$ cat config.mk
export PLATFORM = sky130hd
export DESIGN_NAME = fifo_reader
export DESIGN_NICKNAME = d
export VERILOG_FILES = /design/src/rtl/fifo_reader_pkg.sv /design/src/rtl/fifo_reader_skid.sv /design/src/rtl/fifo_reader.sv
export SDC_FILE = /design/constraint.sdc
export NUM_CORES = 1
export LEC_CHECK = 0
export CORE_ASPECT_RATIO = 1.2
export CORE_MARGIN = 5
export CORE_UTILIZATION = 30
export CTS_BUF_LIST = sky130_fd_sc_hd__clkbuf_16
export CTS_CLUSTER_DIAMETER = 200
export DETAILED_ROUTE_END_ITERATION = 8
export PLACE_DENSITY_LB_ADDON = 0.1
export SLEW_MARGIN = 0
export SYNTH_ARGS = -nofsm -noshare
export SYNTH_HDL_FRONTEND = slang
export SYNTH_SLANG_ARGS = --single-unit
$ cat constraint.sdc
create_clock -name rd_clk -period 9.5 [get_ports rd_clk]
set_input_delay 1.9 -clock rd_clk [delete_from_list [all_inputs] [get_ports rd_clk]]
set_output_delay 1.9 -clock rd_clk [all_outputs]
set_load 0.01 [all_outputs]
$ cat src/rtl/fifo_reader_pkg.sv
// fifo_reader_pkg: shared types and constants for the fifo_reader block.
//   state_t   - drain-session FSM state encoding
//   BUF_DEPTH - number of words the output buffer can hold
package fifo_reader_pkg;

  typedef enum logic [1:0] {
    ST_IDLE  = 2'd0,
    ST_DRAIN = 2'd1,
    ST_FLUSH = 2'd2,
    ST_DONE  = 2'd3
  } state_t;

  localparam logic [1:0] BUF_DEPTH = 2'd2;

endpackage

$ cat src/rtl/fifo_reader_skid.sv
// fifo_reader_skid: 2-entry in-order word buffer with valid/ready on both sides.
// Ports:
//   clk, rst           - clock, asynchronous active-high reset
//   in_valid/in_ready  - upstream handshake, in_data captured on in_valid && in_ready
//   in_data            - upstream word
//   out_valid/out_ready- downstream handshake, out_data popped on out_valid && out_ready
//   out_data           - head word, held stable until popped
//   occupancy          - number of words currently held (0..2)
module fifo_reader_skid
  import fifo_reader_pkg::*;
#(
  parameter int unsigned WIDTH = 8
) (
  input  logic             clk,
  input  logic             rst,
  input  logic             in_valid,
  output logic             in_ready,
  input  logic [WIDTH-1:0] in_data,
  output logic             out_valid,
  input  logic             out_ready,
  output logic [WIDTH-1:0] out_data,
  output logic [1:0]       occupancy
);

  logic [WIDTH-1:0] head;
  logic [WIDTH-1:0] tail;
  logic [1:0]       count;
  logic             push;
  logic             pop;

  assign in_ready  = (count != BUF_DEPTH);
  assign out_valid = (count != 2'd0);
  assign out_data  = head;
  assign occupancy = count;
  assign push      = in_valid && in_ready;
  assign pop       = out_valid && out_ready;

  always_ff @(posedge clk or posedge rst) begin
    if (rst) begin
      head  <= '0;
      tail  <= '0;
      count <= '0;
    end else begin
      case ({push, pop})
        2'b10: begin
          if (count == 2'd0) head <= in_data;
          else               tail <= in_data;
          count <= count + 2'd1;
        end
        2'b01: begin
          head  <= tail;
          count <= count - 2'd1;
        end
        2'b11: begin
          // Simultaneous pop and push: the incoming word lands behind
          // whatever remains after the pop.
          if (count == 2'd1) begin
            head <= in_data;
          end else begin
            head <= tail;
            tail <= in_data;
          end
        end
        default: ;
      endcase
    end
  end

endmodule

$ cat src/rtl/fifo_reader.sv
// fifo_reader: drains words from a FIFO with one-cycle read latency and
// presents them on a valid/ready stream, one word per cycle at full rate.
// Ports:
//   rd_clk, reset        - clock, asynchronous active-high reset
//   start, word_limit    - session start pulse (IDLE only) and words per session (0 = unlimited)
//   read_en, read_data, empty - FIFO read side (data valid the cycle after a read)
//   out_valid, out_data, out_ready - downstream stream
//   word_count           - saturating count of downstream transfers this session
//   busy, done           - not-IDLE status, one-cycle session-end pulse
//   seq_err              - sticky "word != previous + 1" flag
// Optional feature: define FIFO_READER_SEQ_CHECK_EN to build the sequence
// checker; otherwise seq_err is tied low.
module fifo_reader
  import fifo_reader_pkg::*;
#(
  parameter int unsigned WIDTH     = 8,
  parameter int unsigned CNT_WIDTH = 16
) (
  input  logic                 rd_clk,
  input  logic                 reset,
  input  logic                 start,
  input  logic [CNT_WIDTH-1:0] word_limit,
  output logic                 read_en,
  input  logic [WIDTH-1:0]     read_data,
  input  logic                 empty,
  output logic                 out_valid,
  output logic [WIDTH-1:0]     out_data,
  input  logic                 out_ready,
  output logic [CNT_WIDTH-1:0] word_count,
  output logic                 busy,
  output logic                 done,
  output logic                 seq_err
);

  state_t               state;
  logic [CNT_WIDTH-1:0] limit;
  logic [CNT_WIDTH-1:0] issued;
  logic [CNT_WIDTH-1:0] issued_next;
  logic                 in_flight;
  logic                 buf_ready;
  logic [1:0]           occ;
  logic [1:0]           occ_after;
  logic                 xfer;
  logic                 room;
  logic                 under_limit;

  fifo_reader_skid #(
    .WIDTH (WIDTH)
  ) u_skid (
    .clk       (rd_clk),
    .rst       (reset),
    .in_valid  (in_flight),
    .in_ready  (buf_ready),
    .in_data   (read_data),
    .out_valid (out_valid),
    .out_ready (out_ready),
    .out_data  (out_data),
    .occupancy (occ)
  );

  assign xfer        = out_valid && out_ready;
  // Credit the word leaving this cycle so a full-rate stream keeps issuing
  // one read per cycle; the returning word still always finds a free slot.
  assign occ_after   = occ - {1'b0, xfer};
  assign room        = (occ_after + {1'b0, in_flight}) < BUF_DEPTH;
  assign under_limit = (limit == '0) || (issued < limit);
  assign issued_next = issued + CNT_WIDTH'(1);

  // Combinational so the strobe reacts to empty in the same cycle.
  assign read_en = (state == ST_DRAIN) && !empty && room && under_limit && buf_ready;

  always_ff @(posedge rd_clk or posedge reset) begin
    if (reset) begin
      state      <= ST_IDLE;
      limit      <= '0;
      issued     <= '0;
      in_flight  <= 1'b0;
      word_count <= '0;
      busy       <= 1'b0;
      done       <= 1'b0;
    end else begin
      in_flight <= read_en;
      done      <= 1'b0;
      if (xfer && (word_count != '1)) word_count <= word_count + CNT_WIDTH'(1);

      case (state)
        ST_IDLE: begin
          if (start) begin
            limit      <= word_limit;
            issued     <= '0;
            word_count <= '0;
            busy       <= 1'b1;
            state      <= ST_DRAIN;
          end
        end
        ST_DRAIN: begin
          if (read_en) begin
            issued <= issued_next;
            if ((limit != '0) && (issued_next == limit)) state <= ST_FLUSH;
          end
        end
        ST_FLUSH: begin
          // Leave as the last buffered word is accepted so done follows it directly.
          if (!in_flight && ((occ == 2'd0) || ((occ == 2'd1) && xfer))) begin
            state <= ST_DONE;
            done  <= 1'b1;
          end
        end
        ST_DONE: begin
          busy  <= 1'b0;
          state <= ST_IDLE;
        end
        default: state <= ST_IDLE;
      endcase
    end
  end

`ifdef FIFO_READER_SEQ_CHECK_EN
  logic [WIDTH-1:0] prev_word;
  logic             have_prev;
  logic             seq_err_q;

  always_ff @(posedge rd_clk or posedge reset) begin
    if (reset) begin
      prev_word <= '0;
      have_prev <= 1'b0;
      seq_err_q <= 1'b0;
    end else if ((state == ST_IDLE) && start) begin
      have_prev <= 1'b0;
      seq_err_q <= 1'b0;
    end else if (xfer) begin
      if (have_prev && (out_data != (prev_word + WIDTH'(1)))) seq_err_q <= 1'b1;
      prev_word <= out_data;
      have_prev <= 1'b1;
    end
  end

  assign seq_err = seq_err_q;
`else
  assign seq_err = 1'b0;
`endif

endmodule

==> results.tsv, run 1 <==
stage	metric	value	unit
clocking	post-cts repair resize count	0	
logic_synthesis	synth top area cells	dfrtp_1, ha_1, xnor2_1	
clocking	number of post-CTS setup repair buffers	0	
route	Vias	3607	
die	Die Y	142	um
sta	clock skew	0.00429	ns
logic_synthesis	adder-cell share of the synthesized area	0.0834	
logic_synthesis	Synth Flop Type	dfrtp_1	
sta	setup_tns	0	ns
logic_synthesis	asr flop ratio synth	1.00	
critical_path	worst stage delay on the critical path	0.56	ns
sta	maximum clock rate	138	MHz
clocking	hold buffers post-CTS	0	
cells_and_area	synthesis-to-layout area growth	22.9	%
job	max-cap check violation count	0	
clocking	cts bufs inserted	9	
logic_synthesis	Yosys cell types	54	
clocking	CTS Buffer Depth	2	
sta	Final Hold Viols	0	
critical_path	crit end category	output port	
route	Avg WL per Cell	16.6	um
critical_path	Worst Path Buf+Inv	4	
sta	worst-margin pin slew	1.10	ns
logic_synthesis	top-count cell post-synth	dfrtp_1	
logic_synthesis	Synthesized Nets	534	
power_and_ir_drop	maximum vdd drop	0.0855	mV
cells_and_area	fillers	1467	
clocking	clk_lat worst skew	0.33	ns
die	Rows	48	
place	Setup WS pre-CTS	2.21	ns
logic_synthesis	post-synthesis sequential area ratio	0.409	
route	ANT nets after route	0	
sta	Final Cycle Share	0.762	
global_routing	first-pass GRT wire length	19.7	mm
die	initial core utilization	0.304	
critical_path	Req. time, crit path	7.60	ns
power_and_ir_drop	LEAKAGE	2.30	nW
logic_synthesis	mux cell area share after synthesis	0.0305	
logic_synthesis	top cell type's share of synthesized area	0.409	
sta	setup ws final	2.26	ns
clocking	Root Driver	clkbuf_16	
logic_synthesis	Post-Synth Simple-Gate Area	0.197	
logic_synthesis	compound-cell area share of the yosys netlist	0.148	
cells_and_area	Diodes inserted	0	
global_routing	Overflow after GRT	0	
logic_synthesis	flops & latches, synth	71	
route	DR pass1 iterations	5	
logic_synthesis	Ys Warns	0	
sta	fin crit period	7.24	ns
cells_and_area	share of layout cells above drive strength 1	0.0681	
place	RD Place Congestion	0.808	
logic_synthesis	Synth Instances	476	
global_routing	total track usage	0.143	
critical_path	critical path peak fanout	19	
die	die span in x	120	um
power_and_ir_drop	PwrDens	257	mW/mm2
sta	Rel. slew slack	0.266	
sta	RSZ-0062 raised after global routing	false	
logic_synthesis	synthesized area per cell	9.14	um2
cells_and_area	register area	0.00178	mm2
route	DR vias/cell	5.12	
logic_synthesis	post-synthesis xor/xnor area fraction	0.0785	
logic_synthesis	combinational family with the most area after synthesis	simple AND/OR/NAND/NOR gates	
critical_path	Worst Path Arrival	5.34	ns
global_routing	number of global-route vias before repair	3809	
die	total core area	0.0143	mm2
sta	final setup vio count	0	
critical_path	Startpoint Class	primary input	
sta	Final Slew Violations	0	
clocking	CTS tree	done	
clocking	H-tree depth	3	
min_path	Hold Crit Class	reg -> reg	
logic_synthesis	Mapped Area	0.00435	mm2
logic_synthesis	Post-synth EDFFs	0	
critical_path	CP max stage cell	clkdlybuf4s50_1	
critical_path	crit path kind	in -> out	
global_routing	antenna violations before repair	0	
route	final WL	11.7	mm
global_routing	largest net degree at the start of global routing	72	
critical_path	list of cells traversed by the critical path	clkdlybuf4s50_1 > nand2_1 > inv_1 > ha_1 > nor2b_1 > xnor2_1 > or4b_4 > a2111o_1 > o22a_1 > inv_1 > clkdlybuf4s50_1	
place	IO buf count	56	
die	Die Area	0.0170	mm2
clocking	TritonCTS Sinks	71	
clocking	clock slew at the register clock pins of the worst setup and hold paths	0.06	ns
place	post-DP HPWL	8.55	mm
logic_synthesis	Synth area leader	dfrtp_1	
logic_synthesis	leading cell types by count after synthesis	dfrtp_1, nand2_1, nor2_1, inv_1, ha_1	
run_status	outcome	complete, no violations	
route	DRC	0	
die	I/O pins	58	
cells_and_area	Layout Nets	582	
route	Iteration-0 DRC Markers	309	
cells_and_area	multi-input combinational cell area	0.00234	mm2
critical_path	family with the most delay on the worst path	buffers and inverters	
routing by layer:
layer | track usage | routed length, um | vias up
met4 | 0.0458 | 250 | 0
met3 | 0.0287 | 385 | 16
met5 | 0 | 0 | -
met1 | 0.177 | 5350 | 1747
li1 | - | - | 1779
met2 | 0.251 | 5700 | 65
state kept, by name, indices dropped and copies added, names as in the netlist:
name,flops
limit,16
u_skid.tail,8
u_skid.out_data,8
done,1
in_flight,1
issued,16
busy,1
state,2
word_count,16
u_skid.occupancy,2
cells by family (layout without fill, tap and decap cells):
kind of cell,Yosys count,count (layout)
buffers and inverters,56,109
xor gates and xnor gates,39,39
DFF,71,71
and+or+nand+nor,173,173
other,1,1
AOI/OAI and AO/OA,95,95
muxes,12,12
adders and majority gates,29,29
path summary, 6_finish.rpt:
| path | start | end | slack, ns | cells past startpoint |
|---|---|---|---|---|
| worst max-delay path | out_ready | read_en | 2.26 | 11 |
| worst min-delay path | in_flight | done | 0.51 | 1 |
| worst max register to register | u_skid.occupancy[0] | issued[0] | 5.19 | 13 |
| worst min register to register | in_flight | done | 0.51 | 1 |
| max in group asynchronous | reset | issued[10] | 6.71 | 3 |
| min in group asynchronous | reset | u_skid.out_data[0] | 2.19 | 3 |
placed cells by master (no fill, tap or decap), drive strengths merged, types with 3 or more instances in the layout:
cell type,count
a21oi,23
inv,35
and2,5
ha,29
o21ai,25
nand4,12
a31oi,3
and3,4
clkbuf,9
buf,4
or4b,3
nand2,46
nor4,9
mux2,10
a221o,12
o31ai,3
or3,4
xor2,16
a22oi,8
nor2,43
dfrtp,71
xnor2,23
a21o,3
nor3,14
and4,6
clkdlybuf4s50,56
nand3,18
clkinv,3
final cells by class:
type                    count  share of cell area
clock buffers               9              0.0421
well taps                 175              0.0410
multi-input cells         349               0.437
inverters                  33              0.0232
flip-flops and latches     71               0.332
clock inverters             7              0.0136
repair buffers             60               0.110
through the flow:
stage               hold slack, ns  instances   util  area [um2]  power, mW
CTS                          0.508        704  0.374        5350       1.39
global placement             0.487        688  0.353        5050       1.03
global route                 0.536        704  0.374        5350       1.48
floorplan                    0.438        476      -        4350      0.851
finish                       0.505        704  0.374        5350       1.37
detailed placement           0.494        688  0.353        5050       1.04
report_power, final:
| group | internal [mW] | total (mW) | switching (mW) |
|---|---|---|---|
| clock | 0.204 | 0.340 | 0.136 |
| combinational | 0.254 | 0.544 | 0.290 |
| sequential | 0.397 | 0.488 | 0.0910 |
| total | 0.854 | 1.37 | 0.517 |
Note: power is estimated with default switching activity, not from simulation.
==> inputs of run 2 (changes only) <==
==> constraint.sdc (replaced) <==
create_clock -name rd_clk -period 7.15 [get_ports rd_clk]
set_input_delay 1.43 -clock rd_clk [delete_from_list [all_inputs] [get_ports rd_clk]]
set_output_delay 1.43 -clock rd_clk [all_outputs]
set_load 0.01 [all_outputs]
==> run 2 against run 1 <==
  * Critical endpoint unchanged
  * Sequential cell count unchanged
  * Global-route usage decreased by 0.42 points
  * Power increased by 32%
  * Critical path depth increased by 1
  * Core utilization about the same
  * Worst setup slack got worse by 1.2 ns
==> results.tsv, run 2 (synthesis results as in run 1) <==
stage	metric	value	unit
run_status	outcome	complete, no violations	
clocking	hold buffers post-CTS	0	
route	DR pass1 iterations	4	
power_and_ir_drop	LEAKAGE	2.30	nW
cells_and_area	Layout Nets	583	
die	total core area	0.0143	mm2
clocking	cts bufs inserted	9	
job	max-cap check violation count	0	
die	I/O pins	58	
power_and_ir_drop	maximum vdd drop	0.118	mV
cells_and_area	share of layout cells above drive strength 1	0.0699	
sta	final setup vio count	0	
power_and_ir_drop	Power Total	1.81	mW
route	Vias	3590	
cells_and_area	final std cells w/o fill	704	
sta	RSZ-0062 raised after global routing	false	
place	RD Place Congestion	0.794	
min_path	hold endpoint	done	
sta	maximum clock rate	164	MHz
cells_and_area	commonest non-fill, non-tap cell in the layout	dfrtp_1	
sta	setup_tns	0	ns
critical_path	flop2flop setup slack	3.09	ns
clocking	H-tree depth	3	
clocking	CTS tree	done	
critical_path	Req. time, crit path	5.72	ns
route	DR vias/cell	5.10	
route	DRC	0	
power_and_ir_drop	PwrDens	339	mW/mm2
global_routing	largest net degree at the start of global routing	72	
global_routing	total track usage	0.139	
sta	Final Cycle Share	0.854	
critical_path	Critical R2R Launch	u_skid.occupancy[0]	
cells_and_area	Final Util	0.374	
sta	Final Slew Violations	0	
place	IO buf count	56	
route	final WL	11.5	mm
sta	Final Hold Viols	0	
clocking	number of post-CTS setup repair buffers	0	
die	Rows	48	
place	placed insts	689	
cells_and_area	commonest non-fill, non-tap cells in the layout	dfrtp_1, clkdlybuf4s50_1, nand2_1, nor2_1, inv_1	
min_path	Hold Crit Class	reg -> reg	
global_routing	antenna violations before repair	0	
sta	final hold slack	0.495	ns
route	ANT nets after route	0	
sta	Rel. slew slack	0.275	
critical_path	crit end category	output port	
critical_path	Worst Path Arrival	4.68	ns
sta	fin crit period	6.11	ns
clocking	post-cts repair resize count	0	
global_routing	Overflow after GRT	0	
clocking	CTS Buffer Depth	2	
global_routing	first-pass GRT wire length	18.9	mm
critical_path	Startpoint Class	primary input	
critical_path	critical path peak fanout	19	
critical_path	RR Endpoint	issued[0]	
die	Die Area	0.0170	mm2
clocking	Root Driver	clkbuf_16	
cells_and_area	fillers	1430	
die	die span in x	120	um
clocking	clock slew at the register clock pins of the worst setup and hold paths	0.06	ns
clocking	clk_lat worst skew	0.33	ns
global_routing	number of global-route vias before repair	3740	
min_path	start point of the worst hold path	in_flight	
critical_path	r2r worst-path depth	14	
sta	worst-margin pin slew	1.08	ns
route	Avg WL per Cell	16.4	um
critical_path	crit path kind	in -> out	
clocking	TritonCTS Sinks	71	
die	Die Y	142	um
sta	clock skew	0.00658	ns
cells_and_area	synthesis-to-layout area growth	22.9	%
cells_and_area	Diodes inserted	0	
route	Iteration-0 DRC Markers	154	
die	initial core utilization	0.304	
min_path	Hold Crit Depth	1	
place	post-DP HPWL	8.44	mm
cells_and_area	largest registers	issued (16), limit (16), word_count (16)	
-- run 2: where the power goes --
part	switching, mW	total [mW]	internal [mW]	leakage (nW)
registers	0.119	0.646	0.527	0.915
logic	0.385	0.724	0.339	1.24
clock network	0.174	0.442	0.267	0.145
-- run 2: final cells by class --
class / count / area (um2) / area share
inverters: 33 / 124 / 0.0232
repair buffers: 61 / 598 / 0.112
clock inverters: 6 / 62.6 / 0.0117
multi-input cells: 349 / 2340 / 0.438
clock buffers: 9 / 225 / 0.0421
well taps: 175 / 219 / 0.0410
flip-flops and latches: 71 / 1780 / 0.332
-- run 2: worst max-delay path, stage by stage --
cell,delay (ns)
clkdlybuf4s50_1,0.49
nand2_1,0.12
inv_1,0.20
ha_1,0.27
nor2b_1,0.14
xnor2_1,0.08
or4b_4,0.49
a2111o_1,0.39
o22a_1,0.20
buf_4,0.21
inv_1,0.12
clkdlybuf4s50_1,0.54
-- run 2: worst max path at each step --
stage,start,to,slack [ns]
final,out_ready,read_en,1.04
after global routing,out_ready,read_en,0.85
after CTS,out_ready,read_en,1.01
after detailed placement,out_ready,read_en,1.00
after global placement,out_ready,read_en,1.05
after floorplan,out_ready,read_en,2.30
-- run 2: through the flow --
stage | instance area [um2] | setup slack (ns)
2_1_floorplan | 4350 | 2.30
3_3_place_gp | 5060 | 1.05
3_5_place_dp | 5060 | 1.00
4_1_cts | 5340 | 1.01
5_1_grt | 5340 | 0.850
6_report | 5340 | 1.04
-- run 2: metal layers --
| layer | global-route usage | routed length (um) | vias up |
|---|---|---|---|
| met4 | 0.0549 | 305 | 0 |
| li1 | - | - | 1783 |
| met3 | 0.0287 | 389 | 18 |
| met2 | 0.244 | 5700 | 74 |
| met1 | 0.166 | 5130 | 1715 |
| met5 | 0 | 0 | - |
==> inputs of run 3 (changes only) <==
==> constraint.sdc (replaced) <==
create_clock -name rd_clk -period 7.15 [get_ports rd_clk]
set_input_delay 2.145 -clock rd_clk [delete_from_list [all_inputs] [get_ports rd_clk]]
set_output_delay 2.145 -clock rd_clk [all_outputs]
set_load 0.01 [all_outputs]
==> run 3 against run 2 <==
  * Via count is 1.1% higher
  * Power up 2.1%
  * Routed wire length up 1.9%
  * Highest routed layer unchanged
==> results.tsv, run 3 (synthesis results as in run 1) <==
stage	metric	value	unit
run_status	outcome	complete, no violations	
min_path	Hold Crit Class	reg -> reg	
sta	fin crit period	6.66	ns
die	die span in x	120	um
sta	clock skew	0.00687	ns
die	Rows	48	
global_routing	busiest grt layer	met2	
cells_and_area	fillers	1448	
sta	Final Slew Violations	0	
global_routing	met2 usage	0.236	
critical_path	crit path kind	in -> out	
clocking	CTS tree	done	
job	max-cap check violation count	0	
clocking	cts bufs inserted	9	
global_routing	first-pass GRT wire length	19.2	mm
route	DR vias/cell	5.13	
global_routing	number of global-route vias before repair	3617	
cells_and_area	largest registers	issued (16), limit (16), word_count (16)	
global_routing	antenna violations before repair	0	
clocking	TritonCTS Sinks	71	
critical_path	CP most frequent cell	inv_1	
critical_path	Startpoint Class	primary input	
sta	Final Cycle Share	0.931	
clocking	CTS Buffer Depth	2	
place	placed inst area	0.00507	mm2
cells_and_area	Post-Layout Inst Area	0.00539	mm2
route	DR pass1 iterations	4	
sta	Final Hold Viols	0	
clocking	number of post-CTS setup repair buffers	0	
sta	final setup vio count	0	
cells_and_area	synthesis-to-layout area growth	23.8	%
route	Iteration-0 DRC Markers	261	
global_routing	Overflow after GRT	0	
critical_path	list of cells traversed by the critical path	clkdlybuf4s50_1 > nand2_1 > inv_1 > ha_1 > nor2b_1 > xnor2_1 > or4b_4 > a2111o_1 > o22a_1 > inv_1 > dlymetal6s2s_1	
place	RD Place Congestion	0.827	
cells_and_area	commonest non-fill, non-tap cell in the layout	dfrtp_1	
route	Avg WL per Cell	16.6	um
sta	maximum clock rate	150	MHz
route	final WL	11.8	mm
sta	RSZ-0062 raised after global routing	false	
global_routing	largest net degree at the start of global routing	49	
sta	setup_tns	0	ns
route	DRC	0	
clocking	clock slew at the register clock pins of the worst setup and hold paths	0.05	ns
sta	Rel. slew slack	0.266	
power_and_ir_drop	maximum vdd drop	0.116	mV
global_routing	met3 Usage GRT	0.0295	
power_and_ir_drop	LEAKAGE	2.33	nW
sta	worst-margin pin slew	1.10	ns
clocking	clk_lat worst skew	0.33	ns
route	ANT nets after route	0	
die	Die Y	142	um
critical_path	CP max stage cell	or4b_4	
global_routing	total track usage	0.143	
critical_path	flop2flop setup slack	3.20	ns
critical_path	Worst Path Arrival	4.51	ns
cells_and_area	Diodes inserted	0	
place	IO buf count	56	
die	I/O pins	58	
cells_and_area	Layout Nets	585	
die	Die Area	0.0170	mm2
critical_path	worst stage delay on the critical path	0.49	ns
clocking	H-tree depth	3	
global_routing	routing usage on met1	0.176	
route	Vias	3628	
clocking	Root Driver	clkbuf_16	
power_and_ir_drop	PwrDens	343	mW/mm2
critical_path	Req. time, crit path	5.01	ns
critical_path	critical path peak fanout	2	
place	post-DP HPWL	8.59	mm
die	initial core utilization	0.304	
cells_and_area	share of layout cells above drive strength 1	0.0695	
die	total core area	0.0143	mm2
cells_and_area	commonest non-fill, non-tap cells in the layout	dfrtp_1, clkdlybuf4s50_1, nand2_1, nor2_1, inv_1	
critical_path	crit end category	output port	
==> run 3: routing by layer <==
layer | vias up | wire length [um]
met3 | 23 | 458
met4 | 0 | 478
met1 | 1739 | 5210
met5 | - | 0
met2 | 80 | 5610
li1 | 1786 | -
==> run 3: metrics by stage <==
stage	power, mW	instances	setup WS, ns	hold slack (ns)	util
after global routing	2.00	707	0.355	0.523	0.377
final	1.85	707	0.491	0.497	0.377
after detailed placement	1.39	691	0.106	0.487	0.355
after floorplan	1.13	476	0.866	0.438	-
after CTS	1.88	707	0.0933	0.495	0.377
after global placement	1.38	691	0.113	0.480	0.355
==> run 3: area by class of cell <==
class | instances | area (um2) | share of cell area
sequential | 71 | 1780 | 0.330
multi-input combinational | 349 | 2340 | 0.434
clock inverter | 7 | 87.6 | 0.0163
timing repair buffer | 63 | 616 | 0.114
tap | 175 | 219 | 0.0407
clock buffer | 9 | 225 | 0.0418
inverter | 33 | 124 | 0.0230
==> run 3: report_power, final <==
part | total (mW) | switching (mW) | internal, mW | leakage, nW
sequential | 0.645 | 0.118 | 0.527 | 0.915
clock | 0.477 | 0.175 | 0.302 | 0.148
combinational | 0.728 | 0.385 | 0.343 | 1.27
total | 1.85 | 0.677 | 1.17 | 2.33
==> run 3: worst max-delay path: cells and delay by family <==
family / cells / cell delay (ns)
AOI/OAI and AO/OA: 2 / 0.60
xor gates and xnor gates: 1 / 0.08
buffers and inverters: 4 / 0.78
and+or+nand+nor: 3 / 0.70
adders and majority gates: 1 / 0.22
==> run 3: what timing repair did <==
action                                  CTS  global route
resized for setup                         0             1
endpoints found under the setup margin    0             1
hold buffers                              0             0
==> run 3: path summary, 6_finish.rpt <==
path,end,depth (start not counted),from
min reg2reg,done,1,in_flight
min,done,1,in_flight
max reg2reg,issued[0],14,u_skid.occupancy[0]
max in group asynchronous,issued[10],3,reset
max,read_en,11,out_ready
min in group asynchronous,limit[11],2,reset
